$ cat src/rtl/adder_cla_pkg.sv
// Shared constants for the two-level carry-lookahead adder.
package adder_cla_pkg;

   // Default operand width and lookahead group size
   localparam int CLA_WIDTH = 32;
   localparam int CLA_GRP   = 4;

   // Number of lookahead groups at the default sizing
   localparam int CLA_NGRP  = CLA_WIDTH / CLA_GRP;

endpackage

$ cat src/rtl/cla_group.sv
// One GRP-bit carry-lookahead slice.
// Produces the sum bits for its slice and exports group generate/propagate
// so the parent can resolve inter-group carries in a second lookahead level.
module cla_group
   import adder_cla_pkg::*;
#(
   parameter int GRP = CLA_GRP
) (
   input  logic [GRP-1:0] a,
   input  logic [GRP-1:0] b,
   input  logic           cin,
   output logic [GRP-1:0] s,
   output logic           G,
   output logic           P
);

   logic [GRP-1:0] g;
   logic [GRP-1:0] p;
   logic [GRP-1:0] c;

   assign g = a & b;
   assign p = a ^ b;

   // Flat sum-of-products carries: c[k] = OR_j(g[j] & p[j+1..k-1]) | (p[0..k-1] & cin)
   always_comb begin
      logic prod;
      logic acc;
      prod = 1'b0;
      acc  = 1'b0;
      c    = '0;
      c[0] = cin;
      for (int k = 1; k < GRP; k++) begin
         acc = cin;
         for (int j = 0; j < k; j++) acc = acc & p[j];
         for (int j = 0; j < k; j++) begin
            prod = g[j];
            for (int m = j + 1; m < k; m++) prod = prod & p[m];
            acc = acc | prod;
         end
         c[k] = acc;
      end
   end

   // Group generate/propagate over the whole slice, independent of cin
   always_comb begin
      logic prod;
      logic acc;
      prod = 1'b0;
      acc  = 1'b0;
      for (int j = 0; j < GRP; j++) begin
         prod = g[j];
         for (int m = j + 1; m < GRP; m++) prod = prod & p[m];
         acc = acc | prod;
      end
      G = acc;
      P = &p;
   end

   assign s = p ^ c;

endmodule

$ cat src/rtl/adder_cla.sv
// Two-level carry-lookahead adder with a combinational result and a
// one-cycle registered copy. Groups compute local lookahead; the carries
// into each group come from a second lookahead over the group G/P terms.
module adder_cla
   import adder_cla_pkg::*;
#(
   parameter int WIDTH = CLA_WIDTH,
   parameter int GRP   = CLA_GRP
) (
   input  logic             i_clk,
   input  logic             i_rst,
   input  logic [WIDTH-1:0] i_a,
   input  logic [WIDTH-1:0] i_b,
   input  logic             i_c,
   output logic [WIDTH-1:0] o_s,
   output logic             o_c,
   output logic [WIDTH-1:0] o_s_r,
   output logic             o_c_r
);

   localparam int NGRP = WIDTH / GRP;

   logic [NGRP-1:0] grp_g;
   logic [NGRP-1:0] grp_p;
   logic [NGRP:0]   grp_c;

   // Second-level lookahead: carry into group k from group G/P and i_c
   always_comb begin
      logic prod;
      logic acc;
      prod     = 1'b0;
      acc      = 1'b0;
      grp_c    = '0;
      grp_c[0] = i_c;
      for (int k = 1; k <= NGRP; k++) begin
         acc = i_c;
         for (int j = 0; j < k; j++) acc = acc & grp_p[j];
         for (int j = 0; j < k; j++) begin
            prod = grp_g[j];
            for (int m = j + 1; m < k; m++) prod = prod & grp_p[m];
            acc = acc | prod;
         end
         grp_c[k] = acc;
      end
   end

   for (genvar i = 0; i < NGRP; i++) begin : g_grp
      cla_group #(.GRP(GRP)) u_grp (
         .a   (i_a[i*GRP +: GRP]),
         .b   (i_b[i*GRP +: GRP]),
         .cin (grp_c[i]),
         .s   (o_s[i*GRP +: GRP]),
         .G   (grp_g[i]),
         .P   (grp_p[i])
      );
   end

   assign o_c = grp_c[NGRP];

   // Registered copy of the sum; cleared immediately by reset
   always_ff @(posedge i_clk or posedge i_rst) begin
      if (i_rst) begin
         o_s_r <= '0;
         o_c_r <= 1'b0;
      end else begin
         o_s_r <= o_s;
         o_c_r <= o_c;
      end
   end

endmodule

$ cat config.mk
export PLATFORM = sky130hd
export DESIGN_NAME = adder_cla
export DESIGN_NICKNAME = d
export VERILOG_FILES = /design/src/rtl/adder_cla_pkg.sv /design/src/rtl/cla_group.sv /design/src/rtl/adder_cla.sv
export SDC_FILE = /design/constraint.sdc
export NUM_CORES = 1
export LEC_CHECK = 0
export BUFFER_PORTS_ARGS = -buffer_cell sky130_fd_sc_hd__buf_4
export CORE_ASPECT_RATIO = 2
export CORE_MARGIN = 10
export CORE_UTILIZATION = 33
export DETAILED_ROUTE_END_ITERATION = 10
export GPL_ROUTABILITY_DRIVEN = 0
export SYNTH_ARGS = -nofsm -noshare
export SYNTH_HDL_FRONTEND = slang
export SYNTH_SLANG_ARGS = --single-unit
$ cat constraint.sdc
create_clock -name i_clk -period 4.58 [get_ports i_clk]
set_input_delay 0 -clock i_clk [delete_from_list [all_inputs] [get_ports i_clk]]
set_output_delay 0 -clock i_clk [all_outputs]
set_load 0.05 [all_outputs]
Word level (Yosys, flattened, before mapping)
Index checks and enable logic that the tools add are counted.
- shift operators: 0
- $lt $le $gt $ge: 0
- mux-type cells: 0
- $add $sub $neg: 0
- equal/unequal tests: 0
- reduce and logical (&&, ||, !) cells: 8
- multipliers: 0
- div/mod/pow operators: 0
- bitwise logic cells: 240
- operators with widths (cell ; number):
    bitwise AND 1 bit ; 108
    OR 1 bit ; 108
    bitwise XOR 4 bit ; 16
    bitwise AND 4 bit ; 8
    AND reduction 4 bit ; 8
- bits in read-only memories: 0
- flip-flop bits (word level): 33
- input bits: 67
- memory bits (writable): 0
- output and inout bits: 66
- memories: 0
- latch bits: 0
- logic and storage cells: 250

Longest topological paths before layout
- depth in word-level cells: 27
- gate-level depth with buffers: 12
- depth with buffers taken out: 12

By module
A second synthesis with hierarchy kept.
- cell total of the unflattened synthesis: 240
- area total of the unflattened synthesis: 2368.5 µm²
- by module, submodules not included (module ; cells each ; times used ; seq. area each (µm²) ; area each (µm²)):
    cla_group (g_grp[2].u_grp ...) ; 24 ; 6 ; 0.0 ; 177.7
    adder_cla ; 50 ; 1 ; 825.8 ; 942.2
    cla_group (g_grp[0].u_grp ...) ; 23 ; 2 ; 0.0 ; 180.2

Worst setup path after synthesis
Ideal clock, no wire load.
- kind: input to register
- start point: input i_a[5]
- end point: register o_s_r[23]
- arrival: 2.748 ns
- data required time: 4.361 ns
- slack: 1.613 ns
- cell stages on the path: 12
- library setup time: 0.219 ns
- buffers on the path: 0
- cell sequence: ha_1 > a21oi_2 > o21ai_2 > or3b_1 > and3_1 > or3_1 > nand2b_1 > ha_1 > o21a_1 > o21a_1 > nor2_1 > xnor2_1
- cells in the longest elaborated chain, start to end: 21
- elaborated cells between the ends (all ways): 34
- classes of those cells: bitwise: 33; reduce/logical: 1
- RTL lines (what ; line ; text):
    start, declared ; adder_cla.sv:12 ; input logic [WIDTH-1:0] i_a,
    bitwise XOR 4 bit ; cla_group.sv:22 ; assign p = a ^ b;
    bitwise AND 1 bit (3 in series) ; cla_group.sv:52 ; for (int m = j + 1; m < GRP; m++) prod = prod & p[m];
    OR 1 bit (3 in series) ; cla_group.sv:53 ; acc = acc | prod;
    bitwise AND 1 bit (3 in series) ; adder_cla.sv:40 ; for (int m = j + 1; m < k; m++) prod = prod & grp_p[m];
    OR 1 bit * (4 in series) ; adder_cla.sv:41 ; acc = acc | prod;
    bitwise AND 1 bit * (3 in series) ; cla_group.sv:34 ; for (int j = 0; j < k; j++) acc = acc & p[j];
    OR 1 bit * (3 in series) ; cla_group.sv:38 ; acc = acc | prod;
    bitwise XOR 4 bit * ; cla_group.sv:59 ; assign s = p ^ c;
    net o_s[23] ; adder_cla.sv:15 ; output logic [WIDTH-1:0] o_s,
    end signal, assigned ; adder_cla.sv:66 ; o_s_r <= o_s;
    end, declared ; adder_cla.sv:17 ; output logic [WIDTH-1:0] o_s_r,
The timed path passes the listed nets; every way through them passes the cells marked *.

Worst setup path after layout
- start point: input i_a[0]
- end point: output o_s[31]
- cells in the longest elaborated chain, start to end: 27
- elaborated cells between the ends (all ways): 36
- classes of those cells: bitwise: 35; reduce/logical: 1
- RTL lines (what ; line ; text):
    bitwise AND 4 bit ; cla_group.sv:21 ; assign g = a & b;
    bitwise AND 1 bit (3 in series) ; cla_group.sv:52 ;
    OR 1 bit (3 in series) ; cla_group.sv:53 ;
    bitwise AND 1 bit (6 in series) ; adder_cla.sv:40 ;
    OR 1 bit * (7 in series) ; adder_cla.sv:41 ;
    bitwise AND 1 bit * (3 in series) ; cla_group.sv:34 ;
    OR 1 bit * (3 in series) ; cla_group.sv:38 ;
    bitwise XOR 4 bit * ; cla_group.sv:59 ;
    end, declared ; adder_cla.sv:15 ;
Every way passes the cells marked *; elsewhere a longest branch is shown, timed or not.

==> results.sh <==
export IMPL_status="finished clean"
export IMPL_ys_warnings_count=0
export IMPL_cp_start_kind="primary input"
export IMPL_switching_power_mw=0.759
export IMPL_crit_arrival_ns=2.62
export IMPL_worst_slack_ns=1.96
export IMPL_cp_end_kind="output pin"
export IMPL_tightest_slew_ns=0.444
export IMPL_synthDistinctLibCells=31
export IMPL_p_comb_frac=0.561
export IMPL_setup_viol=0
export IMPL_cts_setup_buffers=0
export IMPL_netlist_instances=204
export IMPL_numCtsBuffers=5
export IMPL_finalSetupTns_ns=0
export IMPL_powerDensity_mw_per_mm2=459
export IMPL_grt_max_degree=34
export IMPL_dr_pass1_iters=4
export IMPL_min_delay_path_class="in -> reg"
export IMPL_final_hold_viol_count=0
export IMPL_synthToLayoutAreaGrowth_pct=56.9
export IMPL_p_leak_nw=1.77
export IMPL_synth_edf_count=0
export IMPL_critPathRequiredTime_ns=4.58
export IMPL_num_rows=42
export IMPL_fmax_ghz=0.382
export IMPL_cts_resized=0
export IMPL_clkTransAtPathRegs_ns=0.05
export IMPL_antenna_found_initial=0
export IMPL_ys_flop_type="dfrtp_1"
export IMPL_slew_viol_final=0
export IMPL_routed_via_count=2029
export IMPL_crit_chain="buf_4, ha_1, a21oi_1, nor2_1, o31ai_1, nand2_1, o21ai_1, o21ai_1, ha_1, o21a_1, o21a_1, nor2_1, xnor2_1, buf_4"
export IMPL_grt_pass1_wl_um=11200
export IMPL_cts_tree="yes"
export IMPL_power_frac_seq=0.229
export IMPL_cts_buffer_depth=2
export IMPL_cap_viol_max_count=0
export IMPL_p_sw_frac=0.476
export IMPL_cts_root_buffer="clkbuf_16"
export IMPL_synth_fp_nets=319
export IMPL_critPathMaxStageDelay_ns=0.31
export IMPL_first_iter_violations=51
export IMPL_core_area_mm2=0.00657
export IMPL_dp_hpwl_um=6440
export IMPL_crit_type="in -> out"
export IMPL_clkSinkCount=33
export IMPL_globalRoute_totalOverflow=0
export IMPL_drive_gt1_frac=0.414
export IMPL_initial_core_util=0.337
export IMPL_nets=460
export IMPL_synth_seq_cells=33
export IMPL_slew_headroom=0.704
export IMPL_grt_usage=0.135
export IMPL_route_detailed_drc=0
export IMPL_dieArea_mm2=0.0106
export IMPL_grt_pass1_vias=2245
export IMPL_fp_dieH_um=136
export IMPL_synth_area_mm2=0.00222
export IMPL_ir_worst_vdd_mv=0.166
export IMPL_p_int_mw=0.836
export IMPL_finalCritPeriodShare=0.571
export IMPL_ioPinCount=133
export IMPL_ys_async_sr_fraction=1.00
export IMPL_avgViaCountPerCell=4.69
export IMPL_clkPwrFrac=0.209
export IMPL_critPathBufInv=2
export IMPL_routed_wl_um=7260
export IMPL_period_minus_slack_ns=2.62
export IMPL_n_antenna_cell=0
export IMPL_port_buffers=132
export IMPL_yosysSeqAreaShare=0.373
export IMPL_routedWlPerCell_um=16.8
export IMPL_cts_hold_buf=1
export IMPL_htreeDepth=2
export IMPL_crit_fanout=3
export IMPL_rsz0062_at_grt="no"
export IMPL_die_w_um=77.9
export IMPL_drtAntennaViolNets=0
export IMPL_place_ws_ns=1.89
export IMPL_critPathTopFamily="compound AO/OA/AOI/OAI gates"
export IMPL_postSynthAreaPerCell_um2=10.9
export IMPL_critPathSlowestCell="o31ai_1"
## power by group through the flow
stage,clock [mW],combinational [mW],sequential [mW]
after detailed placement,0,0.907,0.371
final,0.334,0.895,0.366
after global routing,0.354,0.944,0.371
after floorplan,0,0.396,0.586
after global placement,0,0.903,0.369
after CTS,0.341,0.909,0.366
## layout by cell type, fill, tap and decap left out, types with 2 or more instances in the layout
cell type | netlist | final
buf_4 | 0 | 133
ha_1 | 40 | 40
dfrtp_1 | 33 | 33
nor2_1 | 22 | 22
o21a_1 | 16 | 16
a21oi_1 | 12 | 12
nor3_1 | 10 | 10
xnor2_1 | 9 | 9
inv_1 | 8 | 8
fa_1 | 8 | 8
xor2_1 | 7 | 7
nand2_1 | 6 | 6
o21ai_1 | 6 | 6
clkbuf_16 | 0 | 5
nand4_1 | 4 | 4
a21o_1 | 4 | 4
o31ai_1 | 2 | 2
a211oi_1 | 2 | 2
## routing by layer
| metal | track usage | up-vias | share of wire | routed length [um] |
|---|---|---|---|---|
| li1 | - | 1004 | - | - |
| met1 | 0.110 | 942 | 0.30 | 2180 |
| met2 | 0.281 | 73 | 0.61 | 4430 |
| met3 | 0.0357 | 10 | 0.064 | 464 |
| met4 | 0.0571 | 0 | 0.026 | 189 |
| met5 | 0 | - | 0 | 0 |
## registers in the layout (all words and copies together), names as in the netlist
| name | count |
|---|---|
| o_c_r | 1 |
| o_s_r | 32 |
## final cells by class
cell class                      count  area, um^2
Multi-Input combinational cell    163        1360
Fill cell                         632        3090
Inverter                            8        30.0
Clock buffer                        7         143
Timing Repair Buffer              134        1010
Tap cell                           88         110
Sequential cell                    33         826
## synth_stat cells (2+ instances only)
cell type	n	share of area
o21a_1	16	0.054
ha_1	40	0.23
nand2_1	6	0.010
a21oi_1	12	0.027
xnor2_1	9	0.036
o31ai_1	2	0.0068
nor2_1	22	0.037
fa_1	8	0.072
a211oi_1	2	0.0068
o21ai_1	6	0.014
nand4_1	4	0.011
inv_1	8	0.014
a21o_1	4	0.014
xor2_1	7	0.028
dfrtp_1	33	0.37
nor3_1	10	0.023
## cells by family after synthesis
family	synth area share
simple gates	0.110
compound gates	0.143
flops	0.373
buf+inv	0.0136
fa+ha+maj	0.298
xor+xnor	0.0632
## path summary, 6_finish.rpt
| path | startpoint | end | slack [ns] | cells after the start |
|---|---|---|---|---|
| min | i_b[8] | o_s_r[8]$_DFF_PP0_ | 0.03 | 2 |
| max in group asynchronous | i_rst | o_s_r[3]$_DFF_PP0_ | 3.88 | 4 |
| max | i_a[0] | o_s[31] | 1.96 | 14 |
| min in group asynchronous | i_rst | o_s_r[31]$_DFF_PP0_ | 0.39 | 4 |
## stage by stage
stage	util	instance area [um^2]	cells	hold slack, ns	power, mW
floorplan	-	2220	204	0.129	0.982
global placement	0.506	3320	425	0.141	1.27
detailed placement	0.506	3320	425	0.145	1.28
CTS	0.529	3480	433	0.0237	1.62
global route	0.529	3480	433	0.0351	1.67
finish	0.529	3480	433	0.0311	1.59
Power figures use the tool's default switching activity.
